<file path="config.mk">
export PLATFORM = sky130hd
export DESIGN_NAME = ghr_ckpt_ring_flat
export DESIGN_NICKNAME = d
export VERILOG_FILES = /design/src/rtl/ghr_ckpt_ring_if.sv /design/src/rtl/ghr_ckpt_ring.sv /design/src/flat_wrapper.sv
export SDC_FILE = /design/constraint.sdc
export NUM_CORES = 1
export LEC_CHECK = 0
export CORE_MARGIN = 2
export CORE_UTILIZATION = 45
export CTS_BUF_LIST = sky130_fd_sc_hd__clkbuf_8
export DETAILED_ROUTE_END_ITERATION = 8
export SYNTH_ARGS = -nofsm -noshare
export SYNTH_HDL_FRONTEND = slang
export SYNTH_SLANG_ARGS = --single-unit
</file>
<file path="constraint.sdc">
create_clock -name clk -period 4.7 [get_ports clk]
set_input_delay 0.705 -clock clk [delete_from_list [all_inputs] [get_ports clk]]
set_output_delay 0.705 -clock clk [all_outputs]
set_load 0.02 [all_outputs]
</file>
<file path="src/rtl/ghr_ckpt_ring_if.sv">
// Predict/resolve/commit signal bundle between the pipeline and the global-history checkpoint ring.
// The master side is the pipeline (predict stage plus EX/commit); the slave side is the ring.
interface ghr_ckpt_ring_if #(
    parameter int GH_WIDTH = 32,
    parameter int DEPTH    = 16,
    parameter int TAG_W    = 4
);
    logic                pdc_valid;
    logic                pdc_taken;
    logic                pdc_ready;
    logic [TAG_W-1:0]    pdc_tag;
    logic [GH_WIDTH-1:0] gh;
    logic                ex_valid;
    logic [TAG_W-1:0]    ex_tag;
    logic                ex_taken;
    logic                ex_mispredict;
    logic [GH_WIDTH-1:0] ex_gh;
    logic                cmt_valid;
    logic                flush;
    logic [GH_WIDTH-1:0] arch_gh;
    logic                empty;

    modport master (
        output pdc_valid, pdc_taken, ex_valid, ex_tag, ex_taken, ex_mispredict, cmt_valid, flush,
        input  pdc_ready, pdc_tag, gh, ex_gh, arch_gh, empty
    );

    modport slave (
        input  pdc_valid, pdc_taken, ex_valid, ex_tag, ex_taken, ex_mispredict, cmt_valid, flush,
        output pdc_ready, pdc_tag, gh, ex_gh, arch_gh, empty
    );
endinterface

</file>
<file path="src/rtl/ghr_ckpt_ring.sv">
// Speculative global-history register backed by a tagged checkpoint ring: each predicted
// branch saves the pre-branch history, mispredicts repair from it, and commits build arch_gh.
module ghr_ckpt_ring #(
    parameter int GH_WIDTH = 32,
    parameter int DEPTH    = 16,
    parameter int TAG_W    = 4
) (
    input  logic              clk,
    input  logic              rstn,
    ghr_ckpt_ring_if.slave    bus
);
    localparam logic [TAG_W:0] FULL_COUNT = (TAG_W+1)'(DEPTH);

    logic [GH_WIDTH-1:0] ckpt [DEPTH];
    logic                dir  [DEPTH];
    logic [DEPTH-1:0]    resolved;
    logic [TAG_W-1:0]    head;
    logic [TAG_W-1:0]    tail;
    logic [TAG_W:0]      count;
    logic [GH_WIDTH-1:0] gh;
    logic [GH_WIDTH-1:0] arch_gh;

    logic                empty;
    logic                full;
    logic                pdc_ready;
    logic                pdc_fire;
    logic                mis_fire;
    logic                cmt_fire;
    logic [TAG_W-1:0]    ex_off;
    logic [TAG_W:0]      ex_off_ext;
    logic                head_dir;
    logic [GH_WIDTH-1:0] arch_next;
    logic [TAG_W-1:0]    head_next;
    logic [TAG_W:0]      cmt_dec;

    assign empty      = (count == '0);
    assign full       = (count == FULL_COUNT);
    assign mis_fire   = bus.ex_valid & bus.ex_mispredict;
    // The front end is being redirected on flush/mispredict, so no new branch is taken then.
    assign pdc_ready  = ~full & ~bus.flush & ~mis_fire;
    assign pdc_fire   = bus.pdc_valid & pdc_ready;
    assign cmt_fire   = bus.cmt_valid & ~empty;
    assign ex_off     = bus.ex_tag - head;
    assign ex_off_ext = {1'b0, ex_off};
    assign cmt_dec    = (TAG_W+1)'(cmt_fire);

    // A mispredict on the retiring slot must commit the corrected direction, not the stale one.
    assign head_dir  = (mis_fire && (bus.ex_tag == head)) ? bus.ex_taken : dir[head];
    assign arch_next = cmt_fire ? {arch_gh[GH_WIDTH-2:0], head_dir} : arch_gh;
    assign head_next = cmt_fire ? head + TAG_W'(1) : head;

    assign bus.pdc_ready = pdc_ready;
    assign bus.pdc_tag   = tail;
    assign bus.gh        = gh;
    assign bus.ex_gh     = ckpt[bus.ex_tag];
    assign bus.arch_gh   = arch_gh;
    assign bus.empty     = empty;

    always_ff @(posedge clk) begin
        if (!rstn) begin
            head     <= '0;
            tail     <= '0;
            count    <= '0;
            gh       <= '0;
            arch_gh  <= '0;
            resolved <= '0;
        end else begin
            head    <= head_next;
            arch_gh <= arch_next;
            if (pdc_fire) begin
                resolved[tail] <= 1'b0;
            end
            if (bus.ex_valid) begin
                resolved[bus.ex_tag] <= 1'b1;
            end
            if (bus.flush) begin
                gh    <= arch_next;
                tail  <= head_next;
                count <= '0;
            end else if (mis_fire) begin
                gh    <= {ckpt[bus.ex_tag][GH_WIDTH-2:0], bus.ex_taken};
                tail  <= bus.ex_tag + TAG_W'(1);
                count <= ex_off_ext + (TAG_W+1)'(1) - cmt_dec;
            end else if (pdc_fire) begin
                gh    <= {gh[GH_WIDTH-2:0], bus.pdc_taken};
                tail  <= tail + TAG_W'(1);
                count <= count + (TAG_W+1)'(1) - cmt_dec;
            end else begin
                count <= count - cmt_dec;
            end
        end
    end

    // Checkpoint payload needs no reset; only live slots are ever read back.
    always_ff @(posedge clk) begin
        if (pdc_fire) begin
            ckpt[tail] <= gh;
            dir[tail]  <= bus.pdc_taken;
        end
        if (mis_fire) begin
            dir[bus.ex_tag] <= bus.ex_taken;
        end
    end

    always_ff @(posedge clk) begin
        if (rstn) begin
            if (bus.ex_valid) begin
                assert (ex_off_ext < count)
                    else $error("ghr_ckpt_ring: ex_tag %0d is not a live slot", bus.ex_tag);
            end
            if (cmt_fire) begin
                assert (resolved[head] || (bus.ex_valid && (bus.ex_tag == head)))
                    else $error("ghr_ckpt_ring: commit of unresolved slot %0d", head);
            end
        end
    end
endmodule

</file>
<file path="src/flat_wrapper.sv">
// flat-port wrapper written by rule: the top's interface ports become plain ports
module ghr_ckpt_ring_flat 
#(
    parameter int GH_WIDTH = 32,
    parameter int DEPTH    = 16,
    parameter int TAG_W    = 4
)
  (clk, rstn, bus_pdc_valid, bus_pdc_taken, bus_ex_valid, bus_ex_tag, bus_ex_taken, bus_ex_mispredict, bus_cmt_valid, bus_flush, bus_pdc_ready, bus_pdc_tag, bus_gh, bus_ex_gh, bus_arch_gh, bus_empty);
  ghr_ckpt_ring_if #(.GH_WIDTH(GH_WIDTH), .DEPTH(DEPTH), .TAG_W(TAG_W)) bus_i ();
  input  logic clk;
  input  logic rstn;
  input wire logic [$bits(bus_i.pdc_valid)-1:0] bus_pdc_valid;
  input wire logic [$bits(bus_i.pdc_taken)-1:0] bus_pdc_taken;
  input wire logic [$bits(bus_i.ex_valid)-1:0] bus_ex_valid;
  input wire logic [$bits(bus_i.ex_tag)-1:0] bus_ex_tag;
  input wire logic [$bits(bus_i.ex_taken)-1:0] bus_ex_taken;
  input wire logic [$bits(bus_i.ex_mispredict)-1:0] bus_ex_mispredict;
  input wire logic [$bits(bus_i.cmt_valid)-1:0] bus_cmt_valid;
  input wire logic [$bits(bus_i.flush)-1:0] bus_flush;
  output wire logic [$bits(bus_i.pdc_ready)-1:0] bus_pdc_ready;
  output wire logic [$bits(bus_i.pdc_tag)-1:0] bus_pdc_tag;
  output wire logic [$bits(bus_i.gh)-1:0] bus_gh;
  output wire logic [$bits(bus_i.ex_gh)-1:0] bus_ex_gh;
  output wire logic [$bits(bus_i.arch_gh)-1:0] bus_arch_gh;
  output wire logic [$bits(bus_i.empty)-1:0] bus_empty;
  assign bus_i.pdc_valid = bus_pdc_valid;
  assign bus_i.pdc_taken = bus_pdc_taken;
  assign bus_i.ex_valid = bus_ex_valid;
  assign bus_i.ex_tag = bus_ex_tag;
  assign bus_i.ex_taken = bus_ex_taken;
  assign bus_i.ex_mispredict = bus_ex_mispredict;
  assign bus_i.cmt_valid = bus_cmt_valid;
  assign bus_i.flush = bus_flush;
  assign bus_pdc_ready = bus_i.pdc_ready;
  assign bus_pdc_tag = bus_i.pdc_tag;
  assign bus_gh = bus_i.gh;
  assign bus_ex_gh = bus_i.ex_gh;
  assign bus_arch_gh = bus_i.arch_gh;
  assign bus_empty = bus_i.empty;
  ghr_ckpt_ring #(.GH_WIDTH(GH_WIDTH), .DEPTH(DEPTH), .TAG_W(TAG_W)) u_core (.clk(clk), .rstn(rstn), .bus(bus_i));
endmodule
</file>
* Yosys cells after proc, flatten, opt, wreduce, memory -nomap -nowiden
Memories as Yosys holds them, arrays and structs flattened. A register that Yosys moved wholly into a read port is not among the register bits.
Index checks and enable logic that the tools add are counted.
** Storage, ports and cells
- Logic and storage cells :: 52
- Bits in read-only memories :: 0
- Output and inout bits :: 102
- Memory bits (writable) :: 528
- Memories kept :: 2
- Bits in latches :: 0
- Bits in registers :: 77
** Memory list
- u_core.ckpt :: words 16, bits a word 32, rd ports 1, clocked after Yosys merged registers in 0, write ports 1, line ghr_ckpt_ring.sv:14 : logic [GH_WIDTH-1:0] ckpt [DEPTH];
- u_core.dir :: words 16, bits a word 1, rd ports 1, clocked after Yosys merged registers in 1, write ports 1, line ghr_ckpt_ring.sv:15 : logic dir [DEPTH];
** Operators by class
- Reductions and logical operators :: 5
- Bitwise gates (word level) :: 10
- Multiply operators :: 0
- Eq/ne operators :: 2
- Magnitude comparators :: 0
- Shift-type cells :: 0
- Add/sub/neg operators :: 9
- Div/mod/pow operators :: 0
- Multiplexer cells :: 19
** Operators with widths (number)
- $mux W32 :: 4
- $mux W4 :: 6
- $sub A5 B1 Y5 :: 3
- $add A4 B1 Y4 const B :: 3
- $mux W5 :: 2
- $mux W1 :: 7
- $add A4 B1 Y5 const B :: 1
- $add A5 B1 Y5 const B :: 1
- $and A1 B1 Y1 :: 5
- $eq A5 B5 Y1 const B :: 1
- $logic_not A5 Y1 :: 1
- $not A1 Y1 :: 5
- $eq A4 B4 Y1 :: 1
- $sub A4 B4 Y4 :: 1
- $reduce_bool A3 Y1 :: 1
- $reduce_or A2 Y1 :: 1
- $logic_and A1 B1 Y1 :: 1
- $reduce_or A1 Y1 :: 1

* Depth between registers and ports, before layout
Gate-level depths: netlist (run 1).
- Depth after elaboration :: 8
- Depth in mapped cells :: 15

* Least setup slack after synthesis (run 1)
No wires, ideal clock.
- Path kind :: in2reg
- From :: in bus_flush
- To :: mem u_core.ckpt[0][0] (enable)
- Slack :: 0.232 ns
- Data arrival time :: 4.007 ns
- Stages :: 4
- Path buffers :: 1
- Library setup time :: 0.461 ns
- Data required time :: 4.239 ns
- Path through :: clkbuf_1 > nor3b_1 > or4b_2 > nor3_1
** On the way
- Longest elaborated chain between the ends :: 6
** Ends and longest elaborated chain
- from (decl) :: line flat_wrapper.sv:19 : input wire logic [$bits(bus_i.flush)-1:0] bus_flush;
- $not A1 Y1 :: line ghr_ckpt_ring.sv:40 : assign pdc_ready = ~full & ~bus.flush & ~mis_fire;
- $and A1 B1 Y1 (2 in series) :: line ghr_ckpt_ring.sv:40
- $and A1 B1 Y1 :: line ghr_ckpt_ring.sv:41 : assign pdc_fire = bus.pdc_valid & pdc_ready;
- $mux W1 :: line ghr_ckpt_ring.sv:96 : if (pdc_fire) begin
- $mux W1 (not written as such) :: line ghr_ckpt_ring.sv:97 : ckpt[tail] <= gh;
- to (decl) :: line ghr_ckpt_ring.sv:14
Every way passes these cells.

* Worst setup path after layout (run 1)
- From :: in bus_ex_tag[0]
- To :: out bus_ex_gh[7]
** On the way
- Longest elaborated chain between the ends :: 1
** Ends and longest elaborated chain
- from (decl) :: line flat_wrapper.sv:15 : input wire logic [$bits(bus_i.ex_tag)-1:0] bus_ex_tag;
- $mem_v2 Z16 W32
- to (decl) :: line flat_wrapper.sv:23 : output wire logic [$bits(bus_i.ex_gh)-1:0] bus_ex_gh;
Every way passes these cells.

==> flow_summary.toml, run 1 <==
[sta]
relSlewSlack_pct = 24.1
fmax_mhz = 261
finalSetupViolations = 0
fin_skew_ps = 34.2
tightest_slew_ps = 1140
drv_slew = 0
hold_viol = 0
rsz0062_at_grt = "no"
finalSetupTns_ps = 0
fin_crit_ps = 3830
min_period_over_period_pct = 81.6

[floorplanning]
dieHeight_um = 234
start_util_pct = 45.5
io_pins = 115
die-width_um = 234
die_area_um2 = 54900
core_um2 = 52400
row_count = 84

[grt]
grt_pass1_wl_um = 82000
grt_pass1_vias = 12600
grt_use_total_pct = 20.7
grt_max_degree = 47
grt_overflow_total = 0
antenna_found_initial = 0

[synth]
yosys.area.top_type = "edfxtp_1"
yosys-top-cells-area = "edfxtp_1, mux4_2, dfxtp_1, mux2i_1, o221ai_1"
synth_edf_count = 528
ys.warnings.count = 0
async_flop_share_pct = 0
ys_ff_latch = 605
post_synth_num_cell_types = 46
syn-num-nets = 1227
synth.avg_cell_area_um2 = 20.0
synth_seq_area_share_pct = 72.9
syn_inst = 1192
synth_top_area_share_pct = 66.4
netlist_area_um2 = 23900
ys.flop_type = "edfxtp_1"

[detailed_routing]
num_vias = 12200
drt-met1-wl_um = 24400
drc = 0
dr_wl_met3_um = 2720
routed.top_layer = "met4"
drt_pass1_iterations = 5
dr_wl_met2_um = 27300
ant_nets = 0
drt_iter0_drc = 862
wl_per_cell_um = 25.7
routed_wl_um = 55300
routed_via_density = 5.66

[critical_path]
worstPathMaxFanout = 36
max_stage_delay_ps = 570
end_kind = "primary output"
cpMaxStageDelayCell = "clkdlybuf4s50_1"
crit_type = "in2out"
worst_ep_arrival_time_ps = 3130
crit_required_ps = 3990
cp_common_cell = "mux4_2"
crit_family = "buffers and inverters"
path_buf_inv = 3
cp-start-kind = "input pin"
worstPathCellList = "clkbuf_8 -> buf_12 -> mux4_2 -> mux4_2 -> clkdlybuf4s50_1"

[power]
leakage_uw = 0.00934
p_per_area_nw_per_um2 = 389
ir_worst_vdd_mv = 0.227

[finish]
fillers = 4161
syn2layout_area_growth_pct = 17.4
nNetsFinal = 1416
final-seq-area_um2 = 17400
multi_input_area_um2 = 6160
drive_gt1_share_pct = 25.1
final_cell_area_um2 = 28000
antenna_cells = 0

[clocking]
htree_levels = 3
cts_root_buffer = "clkbuf_8"
cts_made_buffers = 96
insertion_delay_ps = 680
cts_buffer_depth = 3
cts_setup_buffers = 0
hold_buffers = 0
cts_tree = "yes"
clk_pin_slew_ps = 60
cts_resized = 0
cts.sinks = 605

[placed_design]
dp_hpwl_um = 31600
gp_congestion = 0.751
io_buffers = 114
dpl_cell_area_um2 = 26200

[min_path]
holdCritPathClass = "reg2reg"

[run]
drv_cap = 0

[status]
status = "completed"
## registers in the layout, summed over array words and instances (netlist names)
| signal | count |
|---|---|
| u_core.bus.arch_gh | 32 |
| u_core.bus.gh | 32 |
| u_core.count | 5 |
| u_core.ckpt | 512 |
| u_core.bus.pdc_tag | 4 |
| u_core.head | 4 |
| u_core.dir | 16 |
## tightest hold or removal path, stage by stage, from the launching register on
cell and delay (ps):
dfxtp_1 330, mux2i_1 90, nor2_1 80
## final cells by class
class	count	area share, %
Inverter	18	0.241
Timing Repair Buffer	163	6.12
Clock inverter	70	1.11
Sequential cell	605	62.1
Clock buffer	110	5.40
Multi-Input combinational cell	497	22.0
Tap cell	688	3.07
## synthesized netlist by cell type, types with 3 or more instances
cell	number
a211oi_1	3
o21ai_0	8
nor3b_1	3
mux2i_1	68
mux4_2	163
nand2_1	48
a21oi_1	9
nor2b_1	12
edfxtp_1	528
buf_2	10
and2_1	9
buf_1	13
inv_1	17
dfxtp_1	77
xnor2_1	11
xor2_1	6
nand3_1	8
nor2_1	58
ha_1	21
buf_6	11
o221ai_1	32
nand2b_1	5
nand4_1	3
nor3_1	7
clkbuf_1	37
## layout by cell type, fill, tap and decap left out, types with 17 or more instances in the layout
| master | Yosys | layout |
|---|---|---|
| buf_12 | 0 | 17 |
| buf_4 | 1 | 32 |
| clkbuf_8 | 0 | 111 |
| clkdlybuf4s50_1 | 0 | 110 |
| dfxtp_1 | 77 | 77 |
| edfxtp_1 | 528 | 528 |
| ha_1 | 21 | 21 |
| inv_1 | 17 | 59 |
| mux2i_1 | 68 | 68 |
| mux4_2 | 163 | 163 |
| nand2_1 | 48 | 47 |
| nor2_1 | 58 | 45 |
| o221ai_1 | 32 | 32 |
## where the power goes
group / internal [uW] / total [uW] / switching, uW
clock network: 2140 / 4170 / 2020
logic: 373 / 806 / 433
registers: 5870 / 5940 / 76.6
total: 8380 / 10900 / 2530
## kinds of logic after synthesis
logic type / synth area share (%)
flip-flops: 72.9
multiplexers: 18.3
AND/OR/NAND/NOR: 3.18
buffers and inverters: 1.83
AO/OA/AOI/OAI: 2.00
adder cells (fa/ha/maj): 1.18
XOR/XNOR: 0.624
## layer usage
layer,track usage (%),up-vias
met4,6.09,0
met3,3.19,71
met2,33.6,357
met1,29.1,6483
met5,0,-
li1,-,5266
## worst paths after layout
kind                                            end  depth (start not counted)                         startpoint  slack [ps]
setup / recovery                       bus_ex_gh[7]                          5                      bus_ex_tag[0]         870
hold / removal    u_core.bus.arch_gh[31]$_SDFF_PN0_                          2  u_core.bus.arch_gh[31]$_SDFF_PN0_         530
setup reg to reg       u_core.ckpt[9][19]$_DFFE_PP_                          8         u_core.count[2]$_SDFF_PP0_        1390
hold reg to reg   u_core.bus.arch_gh[31]$_SDFF_PN0_                          2  u_core.bus.arch_gh[31]$_SDFF_PN0_         530
## through the flow
stage / hold WS (ps) / worst slack, ps / power, uW / utilization [%] / instances
2_1_floorplan: 527 / 232 / 6560 / - / 1192
3_3_place_gp: 521 / 860 / 6860 / 50.0 / 1971
3_5_place_dp: 520 / 843 / 6870 / 50.0 / 1971
4_1_cts: 535 / 834 / 11000 / 53.4 / 2151
5_1_grt: 580 / 750 / 11300 / 53.4 / 2151
6_report: 533 / 867 / 10900 / 53.4 / 2151
(Power assumes the default switching activity.)
==> inputs of run 2 (changes only) <==
- clock period: 4.7 -> 3.75 ns (I/O delays scaled with it)
==> flow_summary.toml, run 2 (synthesis results as in run 1) <==
[grt]
grt_use_total_pct = 21.2
grt_max_degree = 41
grt_pass1_wl_um = 83300
antenna_found_initial = 1
grt_overflow_total = 0
grt_pass1_vias = 12800

[finish]
final_cell_area_um2 = 28200
final_cell_mix = "edfxtp_1, mux4_2, clkdlybuf4s50_1"
nNetsFinal = 1439
reg.largest.list = "u_core.ckpt: 512 flops, u_core.bus.arch_gh: 32 flops, u_core.bus.gh: 32 flops"
largest_reg_flops = 512
regMostFlops = "u_core.ckpt"
layout_commonest_cell = "edfxtp_1"
finalNonFillerCells = 2176
drive_gt1_share_pct = 25.4
syn2layout_area_growth_pct = 18.3

[power]
seq_power_share_pct = 54.2
p_per_area_nw_per_um2 = 486
p_int_uw = 10500
p_sw_uw = 3200
leakage_uw = 0.00943
swShare_pct = 23.3
clkPwrFrac_pct = 38.2
ir_worst_vdd_mv = 0.234
p_comb_share_pct = 7.6

[detailed_routing]
wl_per_cell_um = 25.9
routed_wl_um = 56500
num_vias = 12300
ant_nets = 0
drc = 0
drt_pass1_iterations = 5
drt_iter0_drc = 1092
routed_via_density = 5.65

[clocking]
htree_levels = 3
hold_buffers = 0
cts_buffer_depth = 3
cts_resized = 0
cts_setup_buffers = 0
insertion_delay_ps = 690
cts.sinks = 605
cts_tree = "yes"
cts_made_buffers = 98
cts_root_buffer = "clkbuf_8"
clk_pin_slew_ps = 60

[critical_path]
cp-start-kind = "register"
worstPathMaxFanout = 6
startpoint = "u_core.count[2]$_SDFF_PP0_"
crit_required_ps = 3190
end_kind = "primary output"
crit_type = "reg2out"
worst_ep_arrival_time_ps = 2800
r2r_start = "u_core.count[2]$_SDFF_PP0_"

[placed_design]
dpl_cell_area_um2 = 26400
dp_hpwl_um = 33400
dp.cells = 1992
io_buffers = 114
gp_congestion = 0.755

[sta]
relSlewSlack_pct = 41.5
hold_viol = 0
fmax_mhz = 297
tightest_slew_ps = 875
fin_skew_ps = 30.6
finalSetupTns_ps = 0
rsz0062_at_grt = "no"
drv_slew = 0
fin_crit_ps = 3360
min_period_over_period_pct = 89.7
hold_ws_ps = 529
finalSetupViolations = 0

[floorplanning]
die-width_um = 234
io_pins = 115
dieHeight_um = 234
start_util_pct = 45.5
die_area_um2 = 54900
core_um2 = 52400
row_count = 84

[status]
status = "completed"

[run]
drv_cap = 0

[min_path]
worstHoldStart = "u_core.bus.arch_gh[31]$_SDFF_PN0_"
holdCritPathClass = "reg2reg"
[run 2: power by group through the flow]
stage | registers, uW | clock network [uW] | logic (uW)
final | 7440 | 5240 | 1040
after global routing | 7450 | 5670 | 1120
after CTS | 7440 | 5380 | 1060
after detailed placement | 7580 | 0 | 1060
after global placement | 7580 | 0 | 1050
after floorplan | 7560 | 0 | 658
[run 2: per-stage QoR]
| stage | total power (uW) | utilization [%] | setup WS [ps] |
|---|---|---|---|
| finish | 13700 | 53.8 | 385 |
| CTS | 13900 | 53.8 | 260 |
| global placement | 8630 | 50.4 | 417 |
| detailed placement | 8640 | 50.4 | 405 |
| floorplan | 8220 | - | 193 |
| global route | 14200 | 53.8 | 227 |
[run 2: path summary, 6_finish.rpt]
kind | to | slack (ps) | cells after the start
max reg2reg | u_core.ckpt[0][24]$_DFFE_PP_ | 610 | 7
min reg2reg | u_core.bus.arch_gh[31]$_SDFF_PN0_ | 530 | 2
min | u_core.bus.arch_gh[31]$_SDFF_PN0_ | 530 | 2
max | bus_empty | 390 | 4
[run 2: critical path: stages (launching register included)]
cell and delay (ps):
dfxtp_1 370, inv_1 100, ha_1 220, nor4b_1 690, clkdlybuf4s50_1 750
[run 2: routing by layer]
metal | global-route usage [%] | share of wire [%] | wire length, um
met3 | 3.37 | 4.8 | 2710
met4 | 7.15 | 2.1 | 1180
met1 | 29.3 | 43 | 24500
met5 | 0 | 0 | 0
met2 | 34.5 | 50 | 28100
[run 2: layout make-up]
class / instances / area [um^2]
clock inverters: 82 / 423
multi-input cells: 497 / 6190
repair buffers: 184 / 1920
inverters: 18 / 67.6
clock buffers: 100 / 1380
flip-flops and latches: 605 / 17400
well taps: 688 / 861
diodes: 2 / 5.00
fillers: 4097 / 24200
